## src/rtl/eth_helper_pkg.sv

```systemverilog
// eth_helper_pkg: shared types and helpers for the Ethernet helper channel taps
package eth_helper_pkg;
  typedef enum logic [1:0] {OKAY = 2'd0, EXOKAY = 2'd1, SLVERR = 2'd2, DECERR = 2'd3} bresp_t;
  localparam int SEQ_W = 16;
  function automatic int beats(input int rec_w, input int data_w);
    return (rec_w + data_w - 1) / data_w;
  endfunction
endpackage

```

## src/rtl/b_rec_fifo.sv

```systemverilog
// b_rec_fifo: first-word-fall-through record FIFO with async active-high reset
module b_rec_fifo #(
  parameter int WIDTH = 8,
  parameter int DEPTH = 8
) (
  input  logic             clk,
  input  logic             rst,
  input  logic             push,
  input  logic             pop,
  input  logic [WIDTH-1:0] din,
  output logic             full,
  output logic             empty,
  output logic [WIDTH-1:0] head
);
  localparam int AW = $clog2(DEPTH);
  logic [WIDTH-1:0] mem [DEPTH];
  logic [AW:0] wr_ptr, rd_ptr;
  // extra pointer bit separates full from empty when the indices coincide
  assign full  = (wr_ptr ^ rd_ptr) == {1'b1, {AW{1'b0}}};
  assign empty = wr_ptr == rd_ptr;
  assign head  = mem[rd_ptr[AW-1:0]];
  always_ff @(posedge clk or posedge rst)
    if (rst) begin
      wr_ptr <= '0;
      rd_ptr <= '0;
    end else begin
      if (push) wr_ptr <= wr_ptr + (AW+1)'(1);
      if (pop) rd_ptr <= rd_ptr + (AW+1)'(1);
    end
  always_ff @(posedge clk)
    if (push) mem[wr_ptr[AW-1:0]] <= din;
endmodule

```

## src/rtl/axi_b_stream_tap.sv

```systemverilog
// axi_b_stream_tap: forwards AXI B beats and serialises a record of each onto the helper stream
module axi_b_stream_tap
  import eth_helper_pkg::*;
#(
  parameter int DATA_WIDTH       = 128,
  parameter int ID_WIDTH         = 32,
  parameter int USER_WIDTH       = 64,
  parameter int FIFO_DEPTH       = 8,
  parameter int DROP_ON_FULL     = 1,
  parameter int CAPTURE_ERR_ONLY = 0
) (
  input  logic                  clk,
  input  logic                  reset,
  input  logic                  ready,
  output logic                  valid,
  output logic                  in_progress,
  output logic [DATA_WIDTH-1:0] data,
  output logic [15:0]           drop_count,
  output logic [ID_WIDTH-1:0]   AXIM_bid,
  output logic [1:0]            AXIM_bresp,
  output logic [USER_WIDTH-1:0] AXIM_buser,
  output logic                  AXIM_bvalid,
  input  logic                  AXIM_bready,
  input  logic [ID_WIDTH-1:0]   AXIS_bid,
  input  logic [1:0]            AXIS_bresp,
  input  logic [USER_WIDTH-1:0] AXIS_buser,
  input  logic                  AXIS_bvalid,
  output logic                  AXIS_bready
);
  localparam int REC_W = 18 + ID_WIDTH + USER_WIDTH;
  localparam int BEATS = beats(REC_W, DATA_WIDTH);
  localparam int PAD_W = BEATS * DATA_WIDTH;
  localparam int BW    = BEATS > 1 ? $clog2(BEATS) : 1;
  localparam logic [0:0] IDLE = 1'b0, SEND = 1'b1;
  logic [0:0]       state;
  logic [BW-1:0]    bidx;
  logic [SEQ_W-1:0] seq;
  logic             full, empty, stall, hs, elig, push, drop, fire, last, pop;
  logic [PAD_W-1:0] rec, head;
  assign stall       = (DROP_ON_FULL == 0) && full;
  assign AXIM_bid    = AXIS_bid;
  assign AXIM_bresp  = AXIS_bresp;
  assign AXIM_buser  = AXIS_buser;
  assign AXIM_bvalid = !reset && AXIS_bvalid && !stall;
  assign AXIS_bready = !reset && AXIM_bready && !stall;
  assign hs          = AXIS_bvalid && AXIS_bready;
  assign elig        = hs && (CAPTURE_ERR_ONLY == 0 || AXIS_bresp != OKAY);
  // fullness is the pre-edge count, so a push meeting a same-cycle pop still drops
  assign push        = elig && !full;
  assign drop        = elig && full;
  assign valid       = state == SEND || !empty;
  assign fire        = valid && ready;
  assign last        = bidx == BW'(BEATS - 1);
  assign pop         = fire && last;
  assign in_progress = state == SEND || fire;
  assign data        = empty ? '0 : head[bidx*DATA_WIDTH +: DATA_WIDTH];
  assign rec         = PAD_W'({seq, AXIS_buser, AXIS_bid, AXIS_bresp});
  b_rec_fifo #(.WIDTH(PAD_W), .DEPTH(FIFO_DEPTH)) u_fifo (
    .clk  (clk),
    .rst  (reset),
    .push (push),
    .pop  (pop),
    .din  (rec),
    .full (full),
    .empty(empty),
    .head (head)
  );
  always_ff @(posedge clk or posedge reset)
    if (reset) begin
      state      <= IDLE;
      bidx       <= '0;
      seq        <= '0;
      drop_count <= '0;
    end else begin
      if (elig) seq <= seq + SEQ_W'(1);
      if (drop && drop_count != 16'hFFFF) drop_count <= drop_count + 16'd1;
      if (fire) begin
        bidx  <= last ? '0 : bidx + BW'(1);
        state <= last ? IDLE : SEND;
      end
    end
endmodule

```

## config.mk

```make
export PLATFORM = sky130hd
export DESIGN_NAME = axi_b_stream_tap
export DESIGN_NICKNAME = d
export VERILOG_FILES = /design/src/rtl/eth_helper_pkg.sv /design/src/rtl/b_rec_fifo.sv /design/src/rtl/axi_b_stream_tap.sv
export SDC_FILE = /design/constraint.sdc
export NUM_CORES = 1
export LEC_CHECK = 0
export ABC_AREA = 0
export CAP_MARGIN = 30
export CORE_MARGIN = 1
export CORE_UTILIZATION = 50
export DETAILED_ROUTE_END_ITERATION = 12
export PLACE_DENSITY = 0.68
export SLEW_MARGIN = 30
export SYNTH_ARGS = -nofsm -noshare
export SYNTH_HDL_FRONTEND = slang
export SYNTH_SLANG_ARGS = --single-unit
```

## constraint.sdc

```tcl
create_clock -name clk -period 28.6 [get_ports clk]
set_input_delay 2.86 -clock clk [delete_from_list [all_inputs] [get_ports clk]]
set_output_delay 2.86 -clock clk [all_outputs]
set_load 0.005 [all_outputs]
```

-- Word level (Yosys, flattened, before mapping)
Memory sizes are Yosys's and may differ from the RTL's.
Cells that the tools add are included.
- bits in writable memories: 912
- word-level logic and storage cells: 36
- flip-flop bits (word level): 42
- memories kept: 1
- memory list (name ; words ; bits a word ; rd ports ; clocked after memory_dff ; wr ports ; line ; RTL):
    u_fifo.mem ; 8 ; 114 ; 1 ; 0 ; 1 ; b_rec_fifo.sv:16 ; logic [WIDTH-1:0] mem [DEPTH];
- multiplexer cells: 5
- reductions and logical operators: 13
- add/subtract/negate cells: 5
- shift operators: 1
- eq/ne operators: 3
- bitwise logic cells: 2
- operators with widths (kind ; number):
    128-bit 2-to-1 mux ; 1
    128-bit by 9-bit variable part select with 128-bit output ; 1
    16-bit by 1-bit adder with 16-bit output (second input constant) ; 2
    16-bit != test (second input constant) ; 1
    4-bit by 1-bit adder with 4-bit output (second input constant) ; 2
    1-bit logical AND ; 8
    4-bit equality test ; 1
    4-bit equality test (second input constant) ; 1
    1-bit 2-to-1 mux ; 4
    4-bit bitwise XOR ; 1
    1-bit zero test ; 3
    1-bit logical OR ; 2
    1-bit adder (second input constant) ; 1
    1-bit inverter ; 1

-- Depth between registers and ports, before layout
Gate-level depths: netlist (run 1).
- word-level depth: 6
- mapped depth: 7
- depth with buffers taken out: 6

-- By module
Synthesis (run 1) repeated with hierarchy kept, for this count alone.
- cell total of the unflattened synthesis: 1905
- area total of the unflattened synthesis: 42283.1 µm²
- modules (own cells, without submodules) (module ; cells an instance ; sequential area each (µm²) ; instances ; area an instance (µm²)):
    b_rec_fifo ; 1525 ; 30949.7 ; 1 ; 39117.5
    axi_b_stream_tap ; 380 ; 800.8 ; 1 ; 3165.5

-- Worst setup path before layout (run 1)
Ideal clock, no wire load.
- path type: input to register
- from: input port reset
- to: memory u_fifo.mem[1][0] (netlist name) (enable)
- library setup time: 0.907 ns
- data required time: 27.693 ns
- stages: 4
- path slack: 12.757 ns
- buffers on the path: 1
- arrival time: 14.936 ns
- path through: and3b_1 > buf_2 > nand2_1 > nor4b_1
- longest elaborated chain between the ends: 6
- RTL lines (element ; line ; RTL):
    from (decl) ; axi_b_stream_tap.sv:13 ; input logic reset,
    1-bit zero test (no source line) ; - ;
    1-bit logical AND ; axi_b_stream_tap.sv:45 ; assign AXIS_bready = !reset && AXIM_bready && !stall;
    1-bit logical AND ; axi_b_stream_tap.sv:46 ; assign hs = AXIS_bvalid && AXIS_bready;
    1-bit logical AND ; axi_b_stream_tap.sv:49 ; assign push = elig && !full;
    1-bit 2-to-1 mux ; b_rec_fifo.sv:31 ; if (push) mem[wr_ptr[AW-1:0]] <= din;
    1-bit 2-to-1 mux (implied by the code) ; b_rec_fifo.sv:31 ;
    to (decl) ; b_rec_fifo.sv:16 ;
Every way passes these cells.

-- Worst setup path after layout (run 1)
- from: register u_fifo.rd_ptr[0]
- to: output port data[1]
- longest elaborated chain between the ends: 3
- elaborated cells between the ends (all ways): 4
- those cells by class: eq/ne: 1; shift: 1; mux: 1; memory: 1
- RTL lines (element ; line ; RTL):
    from (decl) ; b_rec_fifo.sv:17 ; logic [AW:0] wr_ptr, rd_ptr;
    from (signal assigned) ; b_rec_fifo.sv:28 ; if (pop) rd_ptr <= rd_ptr + (AW+1)'(1);
    memory read 8 x 114 bit ; - ;
    128-bit by 9-bit variable part select with 128-bit output ; axi_b_stream_tap.sv:56 ; assign data = empty ? '0 : head[bidx*DATA_WIDTH +: DATA_WIDTH];
    128-bit 2-to-1 mux * ; axi_b_stream_tap.sv:56 ;
    to (decl) ; axi_b_stream_tap.sv:17 ; output logic [DATA_WIDTH-1:0] data,
Every way passes the cells marked *; elsewhere a longest branch is shown, timed or not.

==> results of run 1 <==
[layer usage]
metal | up-vias | wire length [µm]
met5 | - | 13
li1 | 7558 | -
met1 | 9267 | 31500
met4 | 2 | 1390
met3 | 97 | 4160
met2 | 516 | 37900
[power by group]
part	internal, µW	switching [µW]
registers	1600	81.4
logic	695	556
clock network	726	502
[cells by family (layout without fill, tap and decap cells)]
family	count (synthesis)	count (layout)	share of synthesized area, %
and+or+nand+nor	205	205	2.71
DFF	952	952	75.9
AOI/OAI and AO/OA	1	1	0.0234
other	1	14	0.0100
muxes	345	345	16.9
xor gates and xnor gates	40	40	1.02
buffers and inverters	202	553	3.34
adders and majority gates	4	4	0.134
[worst reg2reg max path, cell delays in order (launching register included)]
cell     delay [ps]
dfrtp_4        1020
xnor2_2         210
a41oi_1         560
nand2_1         240
nor3_2          180
buf_4           690
buf_4           790
[worst paths after layout]
check,endpoint,slack (ps),cells after the start
worst max-delay path,data[1],21050,7
worst min-delay path,drop_count[14],510,1
worst max register to register,u_fifo.mem[2][86],24470,6
worst min register to register,drop_count[14],510,1
max in group asynchronous,u_fifo.rd_ptr[2],25440,3
min in group asynchronous,drop_count[1],2750,3
[metrics by stage]
| step | area (µm²) | util (%) | setup slack (ps) | instances | total power (µW) |
|---|---|---|---|---|---|
| global placement | 41100 | 55.9 | 21560 | 2895 | 2970 |
| CTS | 44300 | 60.3 | 20820 | 3070 | 4220 |
| global route | 44300 | 60.4 | 20590 | 3073 | 4350 |
| detailed placement | 41200 | 56.1 | 21550 | 2898 | 2990 |
| floorplan | 37400 | - | 12760 | 1763 | 2430 |
| finish | 44300 | 60.4 | 21050 | 3073 | 4160 |
[layout by cell type (no fill, tap or decap), drive strengths merged, types with 11 or more instances in the layout]
cell / Yosys / final
edfxtp: 912 / 912
clkdlybuf4s50: 0 / 334
mux4: 228 / 228
clkbuf: 13 / 121
nor2: 120 / 120
mux2i: 114 / 114
buf: 183 / 41
dfrtp: 40 / 40
clkinv: 0 / 37
xor2: 25 / 25
nand2: 19 / 19
xnor2: 15 / 15
conb: 1 / 14
nor4: 14 / 14
nand3: 13 / 13
nand4: 11 / 11
[cell type report]
class | instances | area [µm²]
fillers | 5140 | 29100
flip-flops and latches | 952 | 28400
multi-input cells | 609 | 7850
repair buffers | 375 | 3750
clock buffers | 121 | 2610
well taps | 959 | 1200
clock inverters | 51 | 500
inverters | 6 | 27.5
[sequential cells by signal, indices dropped and copies added, names as in the netlist]
name,flops
u_fifo.mem,912
drop_count,16
seq,16
u_fifo.rd_ptr,4
u_fifo.wr_ptr,4
==> flow_metrics.tcl, run 1 <==
set metrics [dict create \
    viasPerCell 5.68 \
    drv_cap 0 \
    antenna_found_initial 2 \
    hold_path.class "reg -> reg" \
    cts.sinks 952 \
    busiest_layer "met2" \
    fin_hold_ws_ps 506 \
    area_delta_synth_final_pct 18.6 \
    dr.first_iter.drc_count 1165 \
    drive_gt1_share_pct 20.6 \
    drcViolationCount 0 \
    synth_commonest_cells "912 x edfxtp_1, 228 x mux4_2, 119 x nor2_1, 115 x buf_4, 114 x mux2i_1" \
    core_um2 73500 \
    synth.cell_area_um2 37400 \
    diodes 0 \
    post_cts_buffers 0 \
    htree_num_levels 3 \
    synth_ff_type "edfxtp_1" \
    synthCells 1750 \
    clock_path_buffers 3 \
    dr.pass1.iters 6 \
    leakage_uw 0.0147 \
    start_util_pct 50.9 \
    numCtsBuffers 95 \
    yosysSeqAreaShare_pct 75.9 \
    die_w_um 276 \
    globalRouteMet2Util_pct 33.3 \
    io-pin-count 349 \
    arrival_ps 4690 \
    avgSynthCellArea_um2 21.4 \
    die_area_um2 75900 \
    grt_setup_unrepaired "false" \
    yosys.area.top_type "edfxtp_1" \
    cts_root_buf "clkbuf_16" \
    wirelength_mm 75.0 \
    cts_tree "done" \
    drv_slew 0 \
    nNetsFinal 2146 \
    hold_start "drop_count[14]" \
    ys_ff_latch 952 \
    path_cells "buf_12 -> buf_16 -> buf_4 -> mux4_2 -> mux2i_1 -> nor2_1 -> clkdlybuf4s50_1" \
    tightest_slew_ps 923 \
    fmax_mhz 133 \
    insertion_delay_ps 640 \
    start_kind "flip-flop" \
    path_clk_slew_ps 60 \
    grt_util_met1_pct 27.4 \
    tns_ps 0 \
    critPathCaptureType "primary output" \
    slew_headroom_pct 38.4 \
    reg2reg_from "u_fifo.rd_ptr[2]" \
    worstSetupStartpoint "u_fifo.rd_ptr[0]" \
    io_buffer_count 334 \
    report.final.hold_viol_count 0 \
    gr-usage-met3_pct 3.71 \
    synth_area_leaders "edfxtp_1 73%, mux4_2 14%, mux2i_1 3.1%" \
    cpMaxStageDelayCell "dfrtp_4" \
    worstSetupPathType "reg -> out" \
    detail-route-antenna-nets 0 \
    cts.repair.resized 0 \
    path_max_fanout 68 \
    cpPeakStageDelay_ps 970 \
    finalSetupViolCount 0 \
    synth_edf_count 912 \
    dp_hpwl_mm 40.5 \
    p_per_area_nw_per_um2 93.8 \
    outcome "finished clean" \
    yosysMostFrequentCell "edfxtp_1" \
    grt_pass1_vias 18200 \
    post-route-min-period_ps 7550 \
    yosys_warnings 0 \
    grt.total_usage_pct 20.0 \
    min_period_over_period_pct 26.4 \
    synth_top_area_share_pct 73.2 \
    die_y_um 276 \
    grt_max_degree 71 \
    holdBufCountCts 0 \
    gp_congestion 0.732 \
    via_count 17400 \
    overflow 0 \
    synth_cell_types 42 \
    critPathTopFamily "buffers and inverters" \
    core.rowCount 99 \
    grt_pass1_wl_mm 112 \
    skew_ps 20.6 \
    path_buf_inv 4 \
    avgRoutedWirePerCell_um 24.4 \
    vdd_ir_drop_max_v 0.0000568 \
    cp.required_ps 25740 \
    ys_async_sr_fraction_pct 4.20 \
]
No activity file was read; power rests on OpenSTA's default activity.
==> run 2: changes to the inputs <==
==> constraint.sdc (replaced) <==
create_clock -name clk -period 7.29 [get_ports clk]
set_input_delay 0.729 -clock clk [delete_from_list [all_inputs] [get_ports clk]]
set_output_delay 0.729 -clock clk [all_outputs]
set_load 0.005 [all_outputs]
==> flow_metrics.tcl, run 2 (synthesis results as in run 1) <==
set metrics [dict create \
    arrival_ps 4030 \
    drive_gt1_share_pct 20.0 \
    report.final.hold_viol_count 0 \
    detail-route-antenna-nets 0 \
    path_max_fanout 70 \
    area_delta_synth_final_pct 18.6 \
    core_um2 73500 \
    cp.required_ps 6560 \
    min_period_over_period_pct 65.3 \
    drv_slew 0 \
    drcViolationCount 0 \
    cp.depth 7 \
    whs_path_depth 1 \
    io_buffer_count 334 \
    die_area_um2 75900 \
    htree_num_levels 3 \
    cts_tree "done" \
    clock_path_buffers 3 \
    path_common_cell "buf_16" \
    die_w_um 276 \
    final_util_pct 60.4 \
    critPathCaptureType "primary output" \
    critPathTopFamily "buffers and inverters" \
    dp_hpwl_mm 38.0 \
    diodes 0 \
    slew_headroom_pct 34.2 \
    hold_path.class "reg -> reg" \
    cts_root_buf "clkbuf_16" \
    holdBufCountCts 0 \
    viasPerCell 5.68 \
    skew_ps 22.3 \
    fin_area_um2 44400 \
    grt_pass1_wl_mm 112 \
    start_kind "flip-flop" \
    die_y_um 276 \
    antenna_found_initial 0 \
    nNetsFinal 2133 \
    worstSetupPathType "reg -> out" \
    post-route-min-period_ps 4760 \
    via_count 17400 \
    dr.first_iter.drc_count 1552 \
    finalSetupViolCount 0 \
    cts.sinks 952 \
    post-place-ws_ps 2880 \
    vdd_ir_drop_max_v 0.000263 \
    grt_max_degree 123 \
    grt.total_usage_pct 19.9 \
    io-pin-count 349 \
    leakage_uw 0.0147 \
    setup_ws_ps 2530 \
    gp_congestion 0.742 \
    p_per_area_nw_per_um2 369 \
    cts.repair.resized 0 \
    final_common_cell "edfxtp_1" \
    dr.pass1.iters 5 \
    path_cells "buf_16 -> buf_12 -> buf_16 -> mux4_2 -> mux2i_1 -> nor2_1 -> clkdlybuf4s50_1" \
    wirelength_mm 75.5 \
    largest_register_ffs 912 \
    numCtsBuffers 95 \
    core.rowCount 99 \
    overflow 0 \
    rr_worst_depth 6 \
    path_buf_inv 4 \
    path_clk_slew_ps 60 \
    start_util_pct 50.9 \
    post_cts_buffers 0 \
    grt_pass1_vias 18200 \
    mostFrequentLayoutCells "912 x edfxtp_1, 334 x clkdlybuf4s50_1, 228 x mux4_2" \
    cpPeakStageDelay_ps 670 \
    grt_setup_unrepaired "false" \
    avgRoutedWirePerCell_um 24.7 \
    outcome "finished clean" \
    tightest_slew_ps 987 \
    insertion_delay_ps 630 \
    fmax_mhz 210 \
    placed_area_um2 41200 \
    drv_cap 0 \
    cpMaxStageDelayCell "dfrtp_4" \
]
[run 2: cell count changes in the layout (fill, tap and decap cells not counted), sizes merged]
| cell | change |
|---|---|
| buf | -13 |
| inv | -2 |
| clkinvlp | -1 |
| bufinv | -1 |
| clkbuf | +16 |
| clkinv | -8 |
[run 2: final timing paths]
kind | from | end | slack [ps]
hold / removal | drop_count[14] | drop_count[14] | 490
min in group asynchronous | reset | drop_count[6] | 630
hold reg to reg | drop_count[14] | drop_count[14] | 490
setup / recovery | u_fifo.rd_ptr[0] | data[69] | 2530
setup reg to reg | u_fifo.rd_ptr[1] | u_fifo.mem[3][62] | 3440
max in group asynchronous | reset | u_fifo.rd_ptr[2] | 6230
[run 2: layer usage]
metal	part of all wire (%)	track usage (%)	vias up
met2	50	33.2	523
li1	-	-	7541
met5	0	0	-
met1	43	27.7	9245
met3	5.4	3.39	88
met4	1.4	4.65	0
[run 2: area by class of cell]
class | count | area (µm²)
fill | 5144 | 29100
timing repair buffer | 362 | 3740
multi-input combinational | 609 | 7880
clock buffer | 137 | 2710
sequential | 952 | 28400
inverter | 6 | 25.0
clock inverter | 39 | 417
tap | 959 | 1200
[run 2: through the flow]
step	total power, µW	std cells	setup TNS [ps]	hold WS (ps)
after global routing	17100	3064	0	522
after detailed placement	11700	2885	0	484
after floorplan	9520	1763	-1495190	484
after CTS	16600	3061	0	496
after global placement	11700	2883	0	483
final	16400	3064	0	492
[run 2: power by group]
part / total [µW] / internal, µW / switching, µW
clock: 4820 / 2860 / 1960
combinational: 4990 / 2750 / 2250
sequential: 6560 / 6280 / 288
total: 16400 / 11900 / 4490
==> run 3: changes to the inputs <==
--- a/config.mk
+++ b/config.mk
@@ -10,7 +10,7 @@
 export CORE_MARGIN = 1
 export CORE_UTILIZATION = 50
 export DETAILED_ROUTE_END_ITERATION = 12
-export PLACE_DENSITY = 0.68
+export PLACE_DENSITY = 0.71
 export SLEW_MARGIN = 30
 export SYNTH_ARGS = -nofsm -noshare
 export SYNTH_HDL_FRONTEND = slang
==> constraint.sdc (replaced) <==
create_clock -name clk -period 4.2 [get_ports clk]
set_input_delay 0.42 -clock clk [delete_from_list [all_inputs] [get_ports clk]]
set_output_delay 0.42 -clock clk [all_outputs]
set_load 0.005 [all_outputs]
==> flow_metrics.tcl, run 3 (synthesis results as in run 1) <==
set metrics [dict create \
    slew_headroom_pct 34.8 \
    vdd_ir_drop_max_v 0.000609 \
    grt_max_degree 115 \
    critPathCaptureType "primary output" \
    tightest_slew_ps 971 \
    skew_ps 17.0 \
    fmax_mhz 263 \
    io-pin-count 349 \
    die_area_um2 75900 \
    holdBufCountCts 0 \
    largest_register_ffs 912 \
    grt_pass1_wl_mm 114 \
    reg2reg_from "u_fifo.wr_ptr[0]" \
    arrival_ps 3390 \
    core_um2 73500 \
    io_buffer_count 334 \
    hold_path.class "in -> async" \
    report.final.hold_viol_count 0 \
    die_w_um 276 \
    clock_path_buffers 3 \
    cts.repair.resized 0 \
    final_common_cell "edfxtp_1" \
    start_kind "flip-flop" \
    cts_tree "done" \
    wirelength_mm 76.5 \
    dr.first_iter.drc_count 1286 \
    outcome "finished clean" \
    path_max_fanout 114 \
    drcViolationCount 0 \
    post-route-min-period_ps 3810 \
    core.rowCount 99 \
    nNetsFinal 2137 \
    start_util_pct 50.9 \
    cts.sinks 952 \
    dp_hpwl_mm 40.8 \
    r2r_end "u_fifo.mem[7][91]" \
    drv_cap 0 \
    detail-route-antenna-nets 0 \
    diodes 0 \
    cp.required_ps 3780 \
    grt.total_usage_pct 20.4 \
    via_count 17600 \
    drive_gt1_share_pct 19.6 \
    rr_worst_depth 5 \
    numCtsBuffers 93 \
    viasPerCell 5.74 \
    setup_ws_ps 391 \
    insertion_delay_ps 630 \
    gp_congestion 0.781 \
    antenna_found_initial 0 \
    n_fill_cell 5031 \
    die_y_um 276 \
    leakage_uw 0.0147 \
    path_clk_slew_ps 60 \
    tns_ps 0 \
    cts_root_buf "clkbuf_16" \
    grt_pass1_vias 18600 \
    finalSetupViolCount 0 \
    post-place-ws_ps 784 \
    p_per_area_nw_per_um2 637 \
    dp.cells 2894 \
    mostFrequentLayoutCells "912 x edfxtp_1, 334 x clkdlybuf4s50_1, 228 x mux4_2" \
    overflow 0 \
    worstSetupPathType "reg -> out" \
    min_period_over_period_pct 90.7 \
    ff2ff_setup_slack_ps 1160 \
    avgRoutedWirePerCell_um 25.0 \
    drv_slew 0 \
    post_cts_buffers 0 \
    htree_num_levels 3 \
    dr.pass1.iters 5 \
    final_cells 3060 \
    grt_setup_unrepaired "false" \
    area_delta_synth_final_pct 18.8 \
]
run 3: stage by stage:
| step | total power (µW) | util (%) | hold WS, ps | area (µm²) |
|---|---|---|---|---|
| 2_1_floorplan | 16600 | - | 484 | 37600 |
| 3_3_place_gp | 20400 | 56.4 | 484 | 41400 |
| 3_5_place_dp | 20500 | 56.4 | 483 | 41400 |
| 4_1_cts | 28700 | 60.5 | 171 | 44400 |
| 5_1_grt | 29500 | 60.5 | 229 | 44400 |
| 6_report | 28300 | 60.5 | 209 | 44400 |
run 3: where the power goes:
part	switching, µW	total [µW]	internal (µW)
logic	4080	8880	4800
registers	366	11300	10900
clock network	3380	8160	4790
total	7830	28300	20500
run 3: how the worst max path moves through the flow:
stage                      from           endpoint  slack (ps)  cells past startpoint
6_report       u_fifo.rd_ptr[1]           data[30]         390                      5
5_1_grt        u_fifo.rd_ptr[0]           data[31]         190                      5
4_1_cts        u_fifo.rd_ptr[0]           data[31]         330                      5
3_5_place_dp              reset  u_fifo.mem[7][70]         780                      6
3_3_place_gp              reset  u_fifo.mem[7][70]         840                      6
2_1_floorplan  u_fifo.wr_ptr[1]   u_fifo.mem[1][0]       -1000                      6
run 3: critical path, cell delays in order (launching register included):
cell             delay [ps]
dfrtp_4                 700
buf_12                  570
mux4_2                  420
mux2i_1                 430
nor2_1                   80
clkdlybuf4s50_1         480
run 3: layout make-up:
type / count / area, µm² / share of cell area [%]
Clock buffer: 119 / 2490 / 5.60
Clock inverter: 47 / 495 / 1.12
Inverter: 6 / 27.5 / 0.0620
Multi-Input combinational cell: 609 / 7930 / 17.8
Sequential cell: 952 / 28400 / 63.9
Tap cell: 959 / 1200 / 2.70
Timing Repair Buffer: 368 / 3880 / 8.75
run 3: routing by layer:
layer	wire length, µm	global-route usage (%)	up-vias
met3	4300	3.27	92
met2	38600	33.7	563
li1	-	-	7560
met4	1550	6.05	0
met1	32100	28.1	9348
met5	0	0	-
